$ cat config.mk
export PLATFORM = sky130hd
export DESIGN_NAME = sum_to_bcd
export DESIGN_NICKNAME = d
export VERILOG_FILES = /design/src/rtl/sum_to_bcd_pkg.sv /design/src/rtl/bcd_digit_adj.sv /design/src/rtl/sum_to_bcd.sv
export SDC_FILE = /design/constraint.sdc
export NUM_CORES = 1
export LEC_CHECK = 0
export CAP_MARGIN = 20
export CELL_PAD_IN_SITES_DETAIL_PLACEMENT = 1
export CELL_PAD_IN_SITES_GLOBAL_PLACEMENT = 2
export CORE_ASPECT_RATIO = 0.75
export CORE_MARGIN = 2
export CORE_UTILIZATION = 38
export DETAILED_ROUTE_END_ITERATION = 10
export GPL_ROUTABILITY_DRIVEN = 0
export PLACE_DENSITY_LB_ADDON = 0.15
export SLEW_MARGIN = 20
export SYNTH_ARGS = -nofsm -noshare
export SYNTH_HDL_FRONTEND = slang
export SYNTH_HIERARCHICAL = 1
export SYNTH_SLANG_ARGS = --single-unit
export TNS_END_PERCENT = 100
$ cat constraint.sdc
create_clock -name clk -period 3 [get_ports clk]
set_input_delay 0.9 -clock clk [delete_from_list [all_inputs] [get_ports clk]]
set_output_delay 0.9 -clock clk [all_outputs]
set_load 0.005 [all_outputs]
$ cat src/rtl/sum_to_bcd_pkg.sv
// Shared types and constants for the sequential binary-to-BCD converter.
package sum_to_bcd_pkg;

  typedef enum logic [1:0] {
    IDLE  = 2'd0,
    SHIFT = 2'd1,
    DONE  = 2'd2
  } state_t;

  localparam int BCD_DIGIT_W = 4;

  // Bit-count register must be able to hold IN_W itself.
  function automatic int cnt_w(input int in_w);
    return $clog2(in_w + 1);
  endfunction

endpackage

$ cat src/rtl/bcd_digit_adj.sv
// Double-dabble digit correction: add 3 to a BCD digit of 5 or more before the shift.
// Purely combinational, no backpressure.
module bcd_digit_adj
  import sum_to_bcd_pkg::*;
(
  input  logic [BCD_DIGIT_W-1:0] din,
  output logic [BCD_DIGIT_W-1:0] dout
);

  always_comb begin
    dout = din;
    if (din >= BCD_DIGIT_W'(5)) dout = din + BCD_DIGIT_W'(3);
  end

endmodule

$ cat src/rtl/sum_to_bcd.sv
// Binary adder sum to DIGITS BCD digits, one bit per clock (done IN_W+1 cycles after start).
// start is ignored while busy; bcd holds the previous result until the new one lands.
module sum_to_bcd
  import sum_to_bcd_pkg::*;
#(
  parameter int IN_W   = 9,
  parameter int DIGITS = 3
) (
  input  logic                          clk,
  input  logic                          rst_n,
  input  logic                          start,
  input  logic [IN_W-1:0]               bin,
  output logic                          busy,
  output logic                          done,
  output logic                          valid,
  output logic [BCD_DIGIT_W*DIGITS-1:0] bcd
);

  localparam int CW = cnt_w(IN_W);
  localparam int SW = BCD_DIGIT_W * DIGITS;
  localparam int TW = SW + IN_W;

  if (10 ** DIGITS <= 2 ** IN_W - 1) begin : g_range_check
    $error("sum_to_bcd: DIGITS too small for IN_W");
  end

  state_t          state, state_nxt;
  logic            load;
  logic [IN_W-1:0] sreg;
  logic [SW-1:0]   scratch;
  logic [SW-1:0]   adj;
  logic [TW-1:0]   sh_nxt;
  logic [CW-1:0]   cnt;

  for (genvar g = 0; g < DIGITS; g++) begin : g_adj
    bcd_digit_adj u_adj (
      .din  (scratch[g*BCD_DIGIT_W +: BCD_DIGIT_W]),
      .dout (adj[g*BCD_DIGIT_W +: BCD_DIGIT_W])
    );
  end

  // Adjusted digits and the remaining binary bits shift as one register.
  assign sh_nxt = {adj, sreg} << 1;

  always_ff @(posedge clk or negedge rst_n) begin
    if (!rst_n) begin
      state <= IDLE;
    end else begin
      state <= state_nxt;
    end
  end

  always_comb begin
    state_nxt = state;
    busy      = 1'b0;
    done      = 1'b0;
    load      = 1'b0;
    case (state)
      IDLE: begin
        if (start) begin
          load      = 1'b1;
          state_nxt = SHIFT;
        end
      end
      SHIFT: begin
        busy = 1'b1;
        if (cnt == CW'(1)) state_nxt = DONE;
      end
      DONE: begin
        done = 1'b1;
        if (start) begin
          load      = 1'b1;
          state_nxt = SHIFT;
        end else begin
          state_nxt = IDLE;
        end
      end
      default: state_nxt = IDLE;
    endcase
  end

  always_ff @(posedge clk or negedge rst_n) begin
    if (!rst_n) begin
      sreg    <= '0;
      scratch <= '0;
      cnt     <= '0;
      bcd     <= '0;
      valid   <= 1'b0;
    end else if (load) begin
      sreg    <= bin;
      scratch <= '0;
      cnt     <= CW'(IN_W);
    end else if (state == SHIFT) begin
      sreg    <= sh_nxt[IN_W-1:0];
      scratch <= sh_nxt[TW-1:IN_W];
      cnt     <= cnt - CW'(1);
      if (cnt == CW'(1)) begin
        bcd   <= sh_nxt[TW-1:IN_W];
        valid <= 1'b1;
      end
    end
  end

endmodule
==> run_results.csv, run 1 <==
group,metric,value,unit
layout,drive_above_1_share,14.6,%
layout,fin_nets,217,
floorplan,die_w,85.7,um
global_route,antenna_found_initial,0,
cts,clkTransAtPathRegs,0.08,ns
global_route,grt_pass1_vias,1406,
worst_setup_path,r2r_start,"state[1]",
sta,fin_worst_skew,0.00514,ns
worst_setup_path,crit_buf_inv,2,
power_and_ir_drop,power.leakage,0.00108,uW
power_and_ir_drop,ir_drop,0.429,mV
floorplan,rows,22,
sta,slew_headroom,40.9,%
routing,firstDrtPassIters,4,
cts,postCtsSetupBuffers,0,
worst_setup_path,rrSetupSlack,1.04,ns
worst_setup_path,cp.required,2.10,ns
cts,ctsHoldBuffers,0,
floorplan,coreArea,4840,um^2
layout,fin_cells,258,
worst_setup_path,crit_chain,"nand2b_2 > clkinv_2 > clkdlybuf4s50_1",
sta,fmax,405,MHz
worst_setup_path,crit_path_top_delay_cell,"clkdlybuf4s50_1",
cts,clock_path_buffers,2,
worst_setup_path,crit_family,"buffers and inverters",
sta,setup_viol,0,
routing,vias,1322,
worst_hold_path,min_path_type,"reg -> reg",
routing,drt-total-wl,4050,um
cts,cts_root_buffer,"clkbuf_8",
power_and_ir_drop,powerDensity,1100,nW/um^2
routing,drc_errors,0,
cts,post_cts_resized,0,
worst_setup_path,critPathMaxStageDelay,0.49,ns
global_route,grt_overflow_total,0,
sta,hold_violations,0,
worst_hold_path,hold_depth,1,
global_route,grt_pass1_wl,7250,um
synthesis,syn_nets,189,
floorplan,dieArea,5600,um^2
global_route,grt_usage,16.8,%
floorplan,io_pins,27,
placed_design,port_buffers,26,
worst_setup_path,cp-start-kind,"flip-flop",
cts,htreeDepth,2,
worst_setup_path,cp_data_arrival_time,1.57,ns
synthesis,avgSynthCellArea,11.3,um^2
sta,worstMarginPinSlew,0.886,ns
cts,clock_latency,0.29,ns
worst_setup_path,cp-end-kind,"output port",
layout,n_antenna_cell,0,
routing,wire_per_inst,15.7,um
global_route,grt_start_max_net_pins,41,
sta,drv_slew,0,
outcome,outcome,"completed",
synthesis,syn-cell-area,1900,um^2
sta,finalCritPeriodShare,82.4,%
worst_setup_path,critPathKind,"reg -> out",
sta,min_period,2.47,ns
worst_hold_path,min_to,"valid",
job,maxCapViolations,0,
cts,numCtsBuffers,5,
placed_design,place_inst,250,
worst_setup_path,worst_r2r_path_depth,5,
sta,rsz0062_at_grt,"false",
synthesis,netlist_instances,169,
floorplan,die_h,65.3,um
floorplan,initial_core_util,39.3,%
sta,tns,0,ns
cts,cts_tree,"built",
routing,final_antenna_net_count,0,
synthesis,yosys_warnings,6,
layout,area_growth,20.8,%
worst_setup_path,critPathMaxFanout,12,
cts,cts.sinks,40,
worst_setup_path,reg2reg_to,"bcd[2]",
routing,drtIter0Drc,52,
placed_design,hpwl,2890,um
worst_hold_path,hp-start,"valid",
routing,avgViaCountPerCell,5.12,
power by group:
part / switching (uW) / total, uW / internal (uW)
combinational: 563 / 1180 / 614
clock: 183 / 370 / 188
sequential: 195 / 975 / 780
area by class of cell:
class,count,area [um^2]
tap,60,75.1
fill,532,2540
inverter,10,38.8
clock buffer,8,90.1
multi-input combinational,112,825
sequential,40,1000
timing repair buffer,28,270
sequential cells by signal, indices dropped and copies added, names as in the netlist:
register and count:
cnt 4, valid 1, bcd 12, scratch 12, state 2, sreg 9
routing by layer:
metal  vias up  track usage [%]  share of wire, %
li1        635                -                 -
met1       660             23.3                51
met2        19             25.2                43
met3         8             4.65               3.7
met4         0             6.35               1.5
met5         -                0                 0
metrics by stage:
| step | instance area (um^2) | utilization [%] | power (uW) | hold slack [ns] | worst slack, ns |
|---|---|---|---|---|---|
| 2_1_floorplan | 1900 | - | 1760 | 0.459 | 1.27 |
| 3_3_place_gp | 2210 | 45.6 | 2100 | 0.447 | 0.834 |
| 3_5_place_dp | 2210 | 45.6 | 2180 | 0.462 | 0.798 |
| 4_1_cts | 2300 | 47.5 | 2560 | 0.483 | 0.503 |
| 5_1_grt | 2300 | 47.5 | 2760 | 0.517 | 0.435 |
| 6_report | 2300 | 47.5 | 2520 | 0.490 | 0.529 |
layout by cell type, fill, tap and decap left out, drive strengths merged:
| cell type | count |
|---|---|
| a211oi | 1 |
| a21oi | 4 |
| a22o | 12 |
| a22oi | 5 |
| a31oi | 3 |
| buf | 3 |
| clkbuf | 8 |
| clkdlybuf4s50 | 25 |
| clkinv | 1 |
| dfrtp | 40 |
| ha | 8 |
| inv | 9 |
| mux2 | 12 |
| mux2i | 3 |
| nand2 | 25 |
| nand2b | 8 |
| nand3 | 6 |
| nand3b | 1 |
| nor2 | 8 |
| nor2b | 2 |
| nor3 | 2 |
| nor3b | 1 |
| o21ai | 5 |
| o22ai | 1 |
| o2bb2ai | 1 |
| xnor2 | 3 |
| xor2 | 1 |
worst max-delay path by stage:
stage / start / end / slack (ns) / depth (start not counted)
after floorplan: state[1] / busy / 1.27 / 3
after global placement: start / scratch[10] / 0.83 / 4
after detailed placement: start / scratch[5] / 0.80 / 4
after CTS: state[1] / busy / 0.50 / 3
after global routing: state[1] / busy / 0.44 / 3
final: state[1] / busy / 0.53 / 3
(Power assumes the default switching activity.)
==> run 2, diff against run 1 <==
CORE_UTILIZATION = 32   (was 38)
clock period = 2.05 ns   (was 3 ns; I/O delays follow)
==> run 2 against run 1 <==
Compared with the run above:
- sequential share of layout area decreased by 1.7 points
- cell area up 4.3%
- critical path depth fell by 1
- clock skew grew 0.0077 ns
- cell count grew 8.9%
- combinational power rose by 53%
- hold slack got worse by 0.21 ns
- critical path type unchanged
- largest cell class unchanged
==> run_results.csv, run 2 (synthesized netlist as in run 1, its figures left out) <==
group,metric,value,unit
power_and_ir_drop,powerDensity,1610,nW/um^2
cts,ctsHoldBuffers,0,
power_and_ir_drop,ir_drop,0.482,mV
layout,layout_commonest_cell,"dfrtp_1",
sta,fin_worst_skew,0.0128,ns
outcome,outcome,"completed",
worst_setup_path,critPathMaxFanout,3,
routing,wire_per_inst,14.7,um
power_and_ir_drop,p_seq_share,36.7,%
sta,worstMarginPinSlew,0.490,ns
global_route,grt_overflow_total,0,
layout,utilization,41.6,%
routing,wl_met1,2070,um
power_and_ir_drop,p_total,3850,uW
global_route,grt_pass1_wl,7260,um
floorplan,die_h,70.8,um
layout,drive_above_1_share,17.7,%
cts,clock_path_buffers,2,
power_and_ir_drop,internal-power,2460,uW
worst_setup_path,cp-end-kind,"output port",
floorplan,coreArea,5770,um^2
global_route,antenna_found_initial,0,
sta,setup_viol,0,
power_and_ir_drop,switching_share,36.1,%
floorplan,dieArea,6590,um^2
routing,avgViaCountPerCell,4.80,
placed_design,hpwl,2880,um
power_and_ir_drop,power_frac_comb,46.9,%
worst_setup_path,rrSetupSlack,0.38,ns
sta,min_period,1.95,ns
layout,n_antenna_cell,0,
sta,slew_headroom,67.3,%
sta,fmax,513,MHz
cts,numCtsBuffers,5,
routing,drtIter0Drc,30,
layout,layout_common_cells,"39 x dfrtp_1, 24 x nand2_1, 24 x clkdlybuf4s50_1",
routing,vias,1349,
sta,rsz0062_at_grt,"false",
power_and_ir_drop,switchingPower,1390,uW
placed_design,port_buffers,26,
cts,cts.sinks,40,
job,maxCapViolations,0,
worst_setup_path,worst_r2r_path_depth,5,
cts,clkTransAtPathRegs,0.08,ns
cts,clock_latency,0.29,ns
cts,cts_root_buffer,"clkbuf_8",
global_route,grt_start_max_net_pins,41,
global_route,grt_pass1_vias,1471,
routing,highest_layer,"met4",
routing,firstDrtPassIters,4,
worst_setup_path,reg2reg_to,"bcd[2]",
worst_setup_path,cp.required,1.43,ns
sta,tns,0,ns
power_and_ir_drop,p_clk_share,16.3,%
worst_setup_path,critPathKind,"reg -> out",
worst_setup_path,r2r_start,"cnt[1]",
worst_setup_path,cp_data_arrival_time,1.33,ns
layout,fin_nets,222,
sta,holdWs,0.279,ns
power_and_ir_drop,power.leakage,0.00113,uW
floorplan,initial_core_util,33.0,%
global_route,grt_usage,14.3,%
floorplan,die_w,93.0,um
routing,final_antenna_net_count,0,
routing,drt-total-wl,4120,um
floorplan,rows,24,
cts,cts_tree,"built",
worst_setup_path,cp-start-kind,"flip-flop",
sta,drv_slew,0,
layout,area_growth,26.0,%
cts,htreeDepth,2,
routing,drc_errors,0,
floorplan,io_pins,27,
routing,dr_wl_met3,123,um
sta,hold_violations,0,
layout,fillCellCount,655,
layout,top_regs,"bcd: 12 flops, scratch: 12 flops, sreg: 9 flops",
sta,finalCritPeriodShare,95.1,%
worst_hold_path,min_path_type,"in -> async",
routing,met2RoutedLength,1880,um
[run 2: worst max-delay path by stage]
stage,start,depth (start not counted),slack [ns],to
global placement,start,5,0.22,scratch[6]
floorplan,state[1],3,0.60,busy
finish,state[0],2,0.10,done
detailed placement,start,5,0.20,scratch[6]
global route,state[1],2,0.02,done
CTS,state[1],3,0.004,busy
[run 2: area by class of cell]
cell class              instances  area [um^2]  share of cell area [%]
well taps                      78         97.6                    4.07
repair buffers                 33          323                    13.5
inverters                      10         38.8                    1.62
clock inverters                 2         35.0                    1.46
clock buffers                   6         72.6                    3.03
multi-input cells             112          830                    34.6
flip-flops and latches         40         1000                    41.8
[run 2: power groups by stage]
stage / Sequential (uW) / Combinational [uW] / Clock, uW
4_1_cts: 1430 / 1820 / 660
3_5_place_dp: 1430 / 1800 / 0
6_report: 1420 / 1810 / 630
5_1_grt: 1460 / 2050 / 690
3_3_place_gp: 1420 / 1730 / 0
2_1_floorplan: 1370 / 1210 / 0
[run 2: through the flow]
step	worst slack, ns	instance area, um^2	cells
after floorplan	0.604	1900	169
after global placement	0.222	2270	271
after detailed placement	0.198	2270	271
after CTS	0.00405	2380	279
after global routing	0.0215	2400	281
final	0.100	2400	281
[run 2: routing by layer]
metal / global-route usage [%] / vias to the layer above
li1: - / 643
met1: 19.4 / 681
met2: 22.2 / 18
met3: 4.05 / 7
met4: 4.90 / 0
met5: 0 / -
[run 2: worst max-delay path, stage by stage (launching register included)]
cell	delay, ns
dfrtp_2	0.42
nor2b_1	0.11
clkdlybuf4s50_1	0.51
[run 2: timing repair]
action / 4_1_cts / 5_1_grt
gates resized for setup: 1 / 2
endpoints found under the hold margin: 0 / 0
endpoints found under the setup margin: 1 / 2
setup buffers: 0 / 2
==> run 3, diff against run 2 <==
PLACE_DENSITY_LB_ADDON = 0.1   (was 0.15)
SKIP_CTS_REPAIR_TIMING = 1   (was unset)
==> run 3 against run 2 <==
Compared with the run above:
- clock skew down 0.0061 ns
- first-iteration DRC count up 140%
- utilization fell by 0.69 points
- total power fell by 4.4%
- critical endpoint unchanged
- largest cell class unchanged
- clock power decreased by 22%
- die area is the same
- highest routed layer unchanged
- register-to-register slack barely moved
- flip-flop and latch count did not move
==> run_results.csv, run 3 (synthesized netlist as in run 1, its figures left out) <==
group,metric,value,unit
worst_setup_path,rrSetupSlack,0.37,ns
sta,setup_slack,0.0942,ns
routing,vias,1307,
job,maxCapViolations,0,
worst_setup_path,crit_path_top_delay_cell,"clkdlybuf4s50_1",
floorplan,initial_core_util,33.0,%
sta,worstMarginPinSlew,0.525,ns
worst_setup_path,critPathMaxFanout,4,
cts,numCtsBuffers,5,
floorplan,dieArea,6590,um^2
routing,drt-total-wl,4010,um
worst_setup_path,crit_chain,"nor2b_2 > clkdlybuf4s50_1",
cts,clock_latency,0.29,ns
cts,htreeDepth,2,
worst_setup_path,cp_data_arrival_time,1.34,ns
sta,fin_worst_skew,0.00670,ns
sta,fmax,511,MHz
cts,clkTransAtPathRegs,0.08,ns
placed_design,port_buffers,26,
placed_design,dp_slack,0.199,ns
power_and_ir_drop,power.leakage,0.00111,uW
routing,wire_per_inst,14.4,um
global_route,grt_start_max_net_pins,26,
worst_setup_path,cp.required,1.43,ns
layout,n_antenna_cell,0,
sta,setup_viol,0,
floorplan,rows,24,
sta,min_period,1.96,ns
layout,fillCellCount,670,
worst_setup_path,cp-end-kind,"output port",
worst_setup_path,crit_family,"buffers and inverters",
worst_setup_path,critPathMaxStageDelay,0.50,ns
cts,cts_tree,"built",
floorplan,coreArea,5770,um^2
routing,avgViaCountPerCell,4.68,
sta,rsz0062_at_grt,"false",
worst_setup_path,crit_buf_inv,1,
layout,layout_commonest_cell,"dfrtp_1",
outcome,outcome,"completed",
floorplan,io_pins,27,
cts,clock_path_buffers,2,
floorplan,die_w,93.0,um
sta,drv_slew,0,
sta,hold_violations,0,
worst_hold_path,min_path_type,"in -> async",
worst_setup_path,critPathKind,"reg -> out",
power_and_ir_drop,p_total,3680,uW
routing,drtIter0Drc,71,
global_route,grt_usage,13.6,%
power_and_ir_drop,ir_drop,0.451,mV
sta,slew_headroom,65.0,%
layout,fin_nets,221,
power_and_ir_drop,powerDensity,1560,nW/um^2
layout,drive_above_1_share,17.4,%
layout,postLayoutCellArea,2360,um^2
routing,final_antenna_net_count,0,
layout,top_regs,"bcd: 12 flops, scratch: 12 flops, sreg: 9 flops",
global_route,grt_pass1_wl,6930,um
placed_design,place_area,2270,um^2
floorplan,die_h,70.8,um
routing,firstDrtPassIters,4,
layout,layout_common_cells,"39 x dfrtp_1, 24 x nand2_1, 24 x clkdlybuf4s50_1",
worst_setup_path,cp-start-kind,"flip-flop",
placed_design,hpwl,2830,um
cts,cts.sinks,40,
layout,area_growth,23.9,%
global_route,grt_overflow_total,0,
routing,drc_errors,0,
sta,finalCritPeriodShare,95.4,%
cts,cts_root_buffer,"clkbuf_8",
global_route,antenna_found_initial,0,
global_route,grt_pass1_vias,1383,
[run 3: metrics by stage]
stage          util [%]  instances  hold WS [ns]  setup TNS, ns
2_1_floorplan         -        169         0.319              0
6_report           40.9        279         0.290              0
3_3_place_gp       39.3        271         0.449              0
4_1_cts            40.7        278         0.295        -0.0370
3_5_place_dp       39.3        271         0.454              0
5_1_grt            40.9        279         0.312              0
[run 3: final timing paths]
path / cells past startpoint / to / startpoint
max: 2 / done / state[0]
min: 1 / bcd[1] / rst_n
max reg2reg: 5 / bcd[2] / cnt[1]
min reg2reg: 1 / valid / valid
max in group asynchronous: 2 / state[0] / rst_n
min in group clk: 1 / valid / valid
[run 3: layer usage]
metal / GRT usage [%] / vias to the layer above / wire (um)
met5: 0 / - / 0
met4: 4.41 / 0 / 45
met3: 3.51 / 5 / 101
met2: 20.1 / 15 / 1710
met1: 19.4 / 643 / 2150
li1: - / 644 / -
[run 3: final cells by class]
| cell class | instances | area, um^2 | share of cell area (%) |
|---|---|---|---|
| Multi-Input combinational cell | 112 | 827 | 35.1 |
| Clock buffer | 6 | 72.6 | 3.08 |
| Sequential cell | 40 | 1000 | 42.5 |
| Inverter | 10 | 38.8 | 1.64 |
| Tap cell | 78 | 97.6 | 4.14 |
| Clock inverter | 1 | 5.00 | 0.212 |
| Timing Repair Buffer | 32 | 315 | 13.4 |
[run 3: where the power goes]
part | internal (uW) | switching, uW
sequential | 1140 | 273
combinational | 941 | 837
clock | 231 | 259
total | 2320 | 1370
